`src/rtl/uart_tx_sched.sv`:
```
// uart_tx_sched
// Schedules bytes from two sources onto one byte transmitter. The CPU side
// writes into a small FIFO. The debug side presents a single byte with a
// req/ack handshake. When both sources have a byte waiting, they take turns.
//
// Ports
//   clk, rstn          clock; asynchronous active-low reset
//   cpu_wr_en/_data    one-cycle byte write into the FIFO
//   cpu_clr_ovf        clears the sticky cpu_overflow flag
//   cpu_full/_level    FIFO full flag and occupancy
//   cpu_overflow       sticky: a write arrived while full and was dropped
//   dbg_req/_data      level request with its byte; dbg_ack pulses on launch
//   tx_en/tx_data      one-cycle start pulse and byte to the transmitter
//   tx_busy            transmitter busy (rises the cycle after tx_en)
//   idle               nothing queued, nothing pending, transmitter quiet
//
// state      | meaning
// IDLE       | free to grant when tx_busy is low
// WAIT_START | byte launched, waiting for tx_busy to rise
// WAIT_DONE  | transmitter running, waiting for tx_busy to fall
module uart_tx_sched #(
    parameter int FIFO_DEPTH = 4
) (
    input  logic                         clk,
    input  logic                         rstn,
    input  logic                         cpu_wr_en,
    input  logic [7:0]                   cpu_wr_data,
    input  logic                         cpu_clr_ovf,
    output logic                         cpu_full,
    output logic [$clog2(FIFO_DEPTH):0]  cpu_level,
    output logic                         cpu_overflow,
    input  logic                         dbg_req,
    input  logic [7:0]                   dbg_data,
    output logic                         dbg_ack,
    output logic                         tx_en,
    output logic [7:0]                   tx_data,
    input  logic                         tx_busy,
    output logic                         idle
);

    localparam int AW = $clog2(FIFO_DEPTH);
    localparam int CW = AW + 1;

    typedef enum logic [1:0] {
        IDLE       = 2'd0,
        WAIT_START = 2'd1,
        WAIT_DONE  = 2'd2
    } state_t;

    state_t          state_q, state_d;
    logic [AW-1:0]   wr_ptr_q, wr_ptr_d;
    logic [AW-1:0]   rd_ptr_q, rd_ptr_d;
    logic [CW-1:0]   count_q, count_d;
    logic            ovf_q, ovf_d;
    logic            tx_en_q, tx_en_d;
    logic            dbg_ack_q, dbg_ack_d;
    logic [7:0]      tx_data_q, tx_data_d;
    logic            last_dbg_q, last_dbg_d;   // 1: debug had the last grant
    logic [7:0]      mem_q [FIFO_DEPTH];

    logic full, cpu_pend, grant_ok, pick_dbg, grant_cpu, grant_dbg;
    logic push, pop, drop;

    always_comb begin
        full      = (count_q == CW'(FIFO_DEPTH));
        cpu_pend  = (count_q != '0);
        grant_ok  = (state_q == IDLE) && !tx_busy;
        // Debug wins only if the CPU has nothing queued, or if the CPU had the last grant.
        pick_dbg  = dbg_req && (!cpu_pend || !last_dbg_q);
        grant_cpu = grant_ok && cpu_pend && !pick_dbg;
        grant_dbg = grant_ok && pick_dbg;
        pop       = grant_cpu;
        // A write to a full FIFO still fits if the head leaves in the same cycle.
        push      = cpu_wr_en && (!full || pop);
        drop      = cpu_wr_en && !push;

        wr_ptr_d  = push ? wr_ptr_q + AW'(1) : wr_ptr_q;
        rd_ptr_d  = pop  ? rd_ptr_q + AW'(1) : rd_ptr_q;
        count_d   = count_q;
        if (push && !pop) begin
            count_d = count_q + CW'(1);
        end else if (pop && !push) begin
            count_d = count_q - CW'(1);
        end

        ovf_d = ovf_q;
        if (drop) begin
            ovf_d = 1'b1;
        end else if (cpu_clr_ovf) begin
            ovf_d = 1'b0;
        end

        state_d    = state_q;
        tx_en_d    = 1'b0;
        dbg_ack_d  = 1'b0;
        tx_data_d  = tx_data_q;
        last_dbg_d = last_dbg_q;
        case (state_q)
            IDLE: begin
                if (grant_cpu) begin
                    tx_en_d    = 1'b1;
                    tx_data_d  = mem_q[rd_ptr_q];
                    last_dbg_d = 1'b0;
                    state_d    = WAIT_START;
                end else if (grant_dbg) begin
                    tx_en_d    = 1'b1;
                    dbg_ack_d  = 1'b1;
                    tx_data_d  = dbg_data;
                    last_dbg_d = 1'b1;
                    state_d    = WAIT_START;
                end
            end
            WAIT_START: begin
                if (tx_busy) begin
                    state_d = WAIT_DONE;
                end
            end
            WAIT_DONE: begin
                if (!tx_busy) begin
                    state_d = IDLE;
                end
            end
            default: state_d = IDLE;
        endcase
    end

    always_ff @(posedge clk or negedge rstn) begin
        if (!rstn) begin
            state_q    <= IDLE;
            wr_ptr_q   <= '0;
            rd_ptr_q   <= '0;
            count_q    <= '0;
            ovf_q      <= 1'b0;
            tx_en_q    <= 1'b0;
            dbg_ack_q  <= 1'b0;
            tx_data_q  <= 8'h00;
            last_dbg_q <= 1'b1;   // CPU wins the first tie after reset
        end else begin
            state_q    <= state_d;
            wr_ptr_q   <= wr_ptr_d;
            rd_ptr_q   <= rd_ptr_d;
            count_q    <= count_d;
            ovf_q      <= ovf_d;
            tx_en_q    <= tx_en_d;
            dbg_ack_q  <= dbg_ack_d;
            tx_data_q  <= tx_data_d;
            last_dbg_q <= last_dbg_d;
        end
    end

    // Storage needs no reset: the pointers and the count decide which entries are valid.
    always_ff @(posedge clk) begin
        if (push) begin
            mem_q[wr_ptr_q] <= cpu_wr_data;
        end
    end

    assign cpu_full     = full;
    assign cpu_level    = count_q;
    assign cpu_overflow = ovf_q;
    assign tx_en        = tx_en_q;
    assign dbg_ack      = dbg_ack_q;
    assign tx_data      = tx_data_q;
    assign idle         = !cpu_pend && !dbg_req && (state_q == IDLE) && !tx_busy;

endmodule
```
`config.mk`:
```
export PLATFORM = sky130hd
export DESIGN_NAME = uart_tx_sched
export DESIGN_NICKNAME = d
export VERILOG_FILES = /design/src/rtl/uart_tx_sched.sv
export SDC_FILE = /design/constraint.sdc
export NUM_CORES = 1
export LEC_CHECK = 0
export CORE_MARGIN = 1
export CORE_UTILIZATION = 25
export DETAILED_ROUTE_END_ITERATION = 8
export PLACE_DENSITY = 0.48
export SLEW_MARGIN = 20
export SYNTH_ARGS = -nofsm -noshare
export SYNTH_HDL_FRONTEND = slang
export SYNTH_SLANG_ARGS = --single-unit
```
`constraint.sdc`:
```
create_clock -name clk -period 2.5 [get_ports clk]
set_clock_uncertainty 0.1 [all_clocks]
set_input_delay 0.5 -clock clk [delete_from_list [all_inputs] [get_ports clk]]
set_output_delay 0.5 -clock clk [all_outputs]
set_load 0.05 [all_outputs]
```
# After elaboration in Yosys (flattened, before gate mapping)
# Memory sizes are Yosys's and may differ from the RTL's.
# Cells that the tools add are included.
# Widths: inputs -> output; s select.
# totals
output_inout_bits,16
input_bits,22
ram_bits,32
latchBits,0
reg_bits,21
wordCells,69
mem_count,1
romBits,0
# op_classes
n_eq_ne,6
bitwise_logic,0
n_reduce_logical,29
mul,0
order_cmp,0
div_mod_pow,0
n_shift,0
n_mux,20
add_sub_neg,4
# memory_table
name,depth,width,rd,rd_ports_with_merged_regs,wr,line_no,text
mem_q,4,8,1,0,1,59,logic [7:0] mem_q [FIFO_DEPTH];
# op_table
operator,n
$mux 8,2
$logic_and 1x1->1,12
$mux 1,11
$logic_not 1->1,8
$mux 2,4
$mux 3,2
$pmux 2 s3,1
$reduce_bool 2->1,3
$add 2x1->2 const B,2
$ne 2x2->1 const B,2
$add 3x1->3 const B,1
$eq 3x3->1 const B,1
$ne 3x3->1 const B,1
$reduce_and 3->1,1
$reduce_bool 3->1,1
$sub 3x1->3 const B,1
$eq 2x1->1 const B,1
$eq 2x2->1 const B,1
$logic_not 2->1,1
$logic_or 1x1->1,2
$reduce_and 2->1,1

# Logic depth before layout (Yosys ltp)
# logic_depth
depth_word,12
ltp_mapped,10
mapped_depth_nobuf,9

# Least setup slack after synthesis
# Ideal clock, no wire load.
# synth_path
path_type,flip-flop to flip-flop
startpoint,reg count_q[2] (netlist: cpu_level[2])
endpoint,reg count_q[1] (netlist: cpu_level[1])
period_less_slack_ns,3.540
required_time_ns,2.275
path_stages_with_launch,7
slack_ns,-1.040
t_arrival_ns,3.316
setup_time_ns,0.125
path_buffers,0
path_cell_list,dfrtp_1 nor3b_1 a21boi_4 ha_1 inv_1 fa_1 mux2_2
# synth_via
word_cells_on_any_way,17
classes_between,eq/ne (1); mux (1); reduce/logical (15)
# synth_lines
item,line_no,text
from (decl),53,"logic [CW-1:0] count_q, count_d;"
from (signal assigned),142,count_q <= count_d;
$eq 3x3->1,65,full = (count_q == CW'(FIFO_DEPTH));
via cpu_full,29,"output logic cpu_full,"
$logic_not 1->1,74,push = cpu_wr_en && (!full || pop);
$logic_or 1x1->1,74,
$logic_and 1x1->1,74,
via push,62,"logic push, pop, drop;"
$logic_and 1x1->1,80,if (push && !pop) begin
$mux 3,80,
via count_d[1],53,
# The timed path passes the listed nets, and every way through them passes these cells.
# A chain may end at the register's enable or synchronous reset.

# Final worst setup path
# layout_path
startpoint,reg count_q[0] (netlist: cpu_level[0])
endpoint,out idle
# layout_via
elab_chain_cells,5
# layout_lines
item,line_no,text
$reduce_bool 3->1,66,cpu_pend = (count_q != '0);
$logic_not 1->1,164,assign idle = !cpu_pend && !dbg_req && (state_q == IDLE) && !tx_busy;
$logic_and 1x1->1 (3 in series),164,
to (decl),38,output logic idle
# No other way between the ends.

==> results.sh <==
export IMPL_relSlewSlack=0.626
export IMPL_cts_tree="yes"
export IMPL_synth_top_family_by_area="multiplexers"
export IMPL_async_reset_ff_frac=0.396
export IMPL_cp_required_ns=1.90
export IMPL_layout_common_cells="35 x clkdlybuf4s50_1, 32 x edfxtp_1, 17 x dfrtp_1, 17 x buf_4, 11 x nand2_1"
export IMPL_crit_path_start_kind="register"
export IMPL_first_pass_iters=4
export IMPL_synthMuxAreaShare=0.128
export IMPL_grt_pass1_wl_mm=6.89
export IMPL_grt_max_degree=22
export IMPL_antenna_cells=0
export IMPL_powerDensity_mw_per_mm2=1180
export IMPL_synth_flop_cell="edfxtp_1"
export IMPL_cts_clk_slew_worst_paths_ns=0.10
export IMPL_synth_top_area_frac=0.430
export IMPL_finalSetupViolations=0
export IMPL_fp_dieArea_sq_mm=0.00932
export IMPL_min_period_over_period=0.961
export IMPL_crit_arrival_ns=1.80
export IMPL_synth_compound_area_frac=0.0431
export IMPL_synth_edf_count=32
export IMPL_status="completed"
export IMPL_worst_setup_path_end_kind="primary output"
export IMPL_rr_worst_depth=8
export IMPL_antenna_found_initial=0
export IMPL_grt_use_met1=0.136
export IMPL_cts_sinks=53
export IMPL_ys_ff_latch=53
export IMPL_slew_viol_final=0
export IMPL_vias=1224
export IMPL_register_area_sq_mm=0.00149
export IMPL_root_buffer="clkbuf_8"
export IMPL_final_common_cell="clkdlybuf4s50_1"
export IMPL_worst_slew_pin_slew_ns=0.561
export IMPL_nNetsFinal=218
export IMPL_setup_tns_ns=0
export IMPL_avgSynthCellArea_sq_um=16.6
export IMPL_cts_resized=0
export IMPL_hold_violations=0
export IMPL_numCtsBuffers=5
export IMPL_crit_type="register to primary output"
export IMPL_dpl_cell_count=291
export IMPL_synth_cell_types=32
export IMPL_rows=34
export IMPL_routed_wl_mm=4.19
export IMPL_drive_gt1_frac=0.241
export IMPL_area_growth_pct=31.2
export IMPL_synthCells=135
export IMPL_drtAntennaViolNets=0
export IMPL_syn_cell_area_sq_mm=0.00223
export IMPL_rsz0062_at_grt="false"
export IMPL_p_leak_nw=1.14
export IMPL_whs_path_depth=2
export IMPL_via_per_inst=4.09
export IMPL_ir_worst_vdd_uv=505
export IMPL_yosysWarnings=0
export IMPL_io_pins=38
export IMPL_path_max_fanout=5
export IMPL_grt_busiest_layer="met2"
export IMPL_cts_setup_buffers=0
export IMPL_cap_viol_max_count=0
export IMPL_multi_input_area_sq_um=702
export IMPL_cts_hold_buf=0
export IMPL_grt_usage=0.101
export IMPL_hold_class="register to register"
export IMPL_drt_initial_drc_count=40
export IMPL_synth_xor_area_share=0.0274
export IMPL_fp_dieH_microns=96.5
export IMPL_grt_pass1_vias=1336
export IMPL_place_gp_congestion=0.670
export IMPL_synthSimpleGateAreaFrac=0.0711
export IMPL_yosysTopAreaCell="edfxtp_1"
export IMPL_grt_util_met3=0.0266
export IMPL_synth_nets=163
export IMPL_seq_area_frac_synth=0.666
export IMPL_start_util=0.257
export IMPL_global_route_overflow_total=0
export IMPL_synth_adder_area_share=0.0370
export IMPL_port_buffers=37
export IMPL_clock_latency_ns=0.30
export IMPL_final_cells=299
export IMPL_ys_top_cells_by_area="edfxtp_1 43%, dfrtp_1 22%, mux4_2 8.1%, mux2i_1 3.6%, ha_1 2.8%"
export IMPL_h_tree_depth=2
export IMPL_max_freq_mhz=416
export IMPL_final_fill_count=888
export IMPL_clk_path_buf_depth=2
export IMPL_detailed_place_hpwl_mm=3.04
export IMPL_gr_usage_met2=0.165
export IMPL_post_route_min_period_ns=2.40
export IMPL_drc=0
export IMPL_die_w_microns=96.5
export IMPL_design_core_area_sq_mm=0.00868
export IMPL_wl_per_cell_microns=14.0
final timing paths:
kind,endpoint,slack [ns],from
worst min register to register,tx_data[7],0.39,tx_data[7]
worst max-delay path,idle,0.1,cpu_level[0]
min in group asynchronous,wr_ptr_q[0],0.44,rstn
worst max register to register,cpu_level[2],0.35,cpu_level[0]
worst min-delay path,tx_data[7],0.39,tx_data[7]
max in group asynchronous,last_dbg_q,1.57,rstn
per-layer routing:
layer	up-vias	part of all wire
met5	-	0
met4	0	0.0031
met3	2	0.054
met2	33	0.49
met1	593	0.46
li1	596	-
per-stage QoR:
| stage | total power, mW | utilization | worst slack (ns) | hold slack (ns) | area, sq um |
|---|---|---|---|---|---|
| 3_5_place_dp | 3.05 | 0.328 | -0.0460 | 0.381 | 2850 |
| 2_1_floorplan | 2.53 | - | -0.000707 | 0.104 | 2250 |
| 3_3_place_gp | 3.06 | 0.328 | -0.0217 | 0.377 | 2850 |
| 4_1_cts | 3.54 | 0.338 | 0.0570 | 0.402 | 2930 |
| 6_report | 3.47 | 0.338 | 0.0983 | 0.389 | 2930 |
| 5_1_grt | 3.71 | 0.338 | 0.0344 | 0.423 | 2930 |
worst max-delay path: stages, from the launching register on:
cell     delay (ns)
dfrtp_2        0.47
or3_1          0.43
buf_4          0.19
nor3b_2        0.23
buf_12         0.17
cells in the mapped netlist (2+ instances only):
| master | number |
|---|---|
| inv_1 | 5 |
| a21oi_1 | 2 |
| ha_1 | 5 |
| dfrtp_1 | 20 |
| o21ai_1 | 8 |
| xor2_1 | 3 |
| edfxtp_1 | 32 |
| buf_6 | 3 |
| nand2_1 | 11 |
| mux2i_1 | 8 |
| mux4_2 | 8 |
| and2_1 | 5 |
| nor3b_1 | 2 |
| xnor2_1 | 4 |
| nor2_1 | 2 |
power by group:
part | switching (mW) | internal, mW | total, mW
registers | 0.225 | 1.22 | 1.45
logic | 0.857 | 0.700 | 1.56
clock network | 0.275 | 0.194 | 0.469
total | 1.36 | 2.11 | 3.47
final cells by class:
type,count,share of cell area
flip-flops and latches,53,0.509
well taps,108,0.0461
inverters,5,0.00640
clock inverters,3,0.00598
multi-input cells,72,0.239
repair buffers,53,0.170
clock buffers,5,0.0235
flip-flops by register name (all words and copies together), names as in the netlist:
name and cells:
tx_en 1, wr_ptr_q 2, dbg_ack 1, state_q 2, rd_ptr_q 2, cpu_level 3, cpu_overflow 1, last_dbg_q 1
mem_q 32, tx_data 8
cell families after synthesis:
group / Yosys count
buffers and inverters: 10
muxes: 18
DFF: 53
and+or+nand+nor: 27
adders and majority gates: 6
AOI/OAI and AO/OA: 14
xor gates and xnor gates: 7
Note: power is estimated with default switching activity, not from simulation.
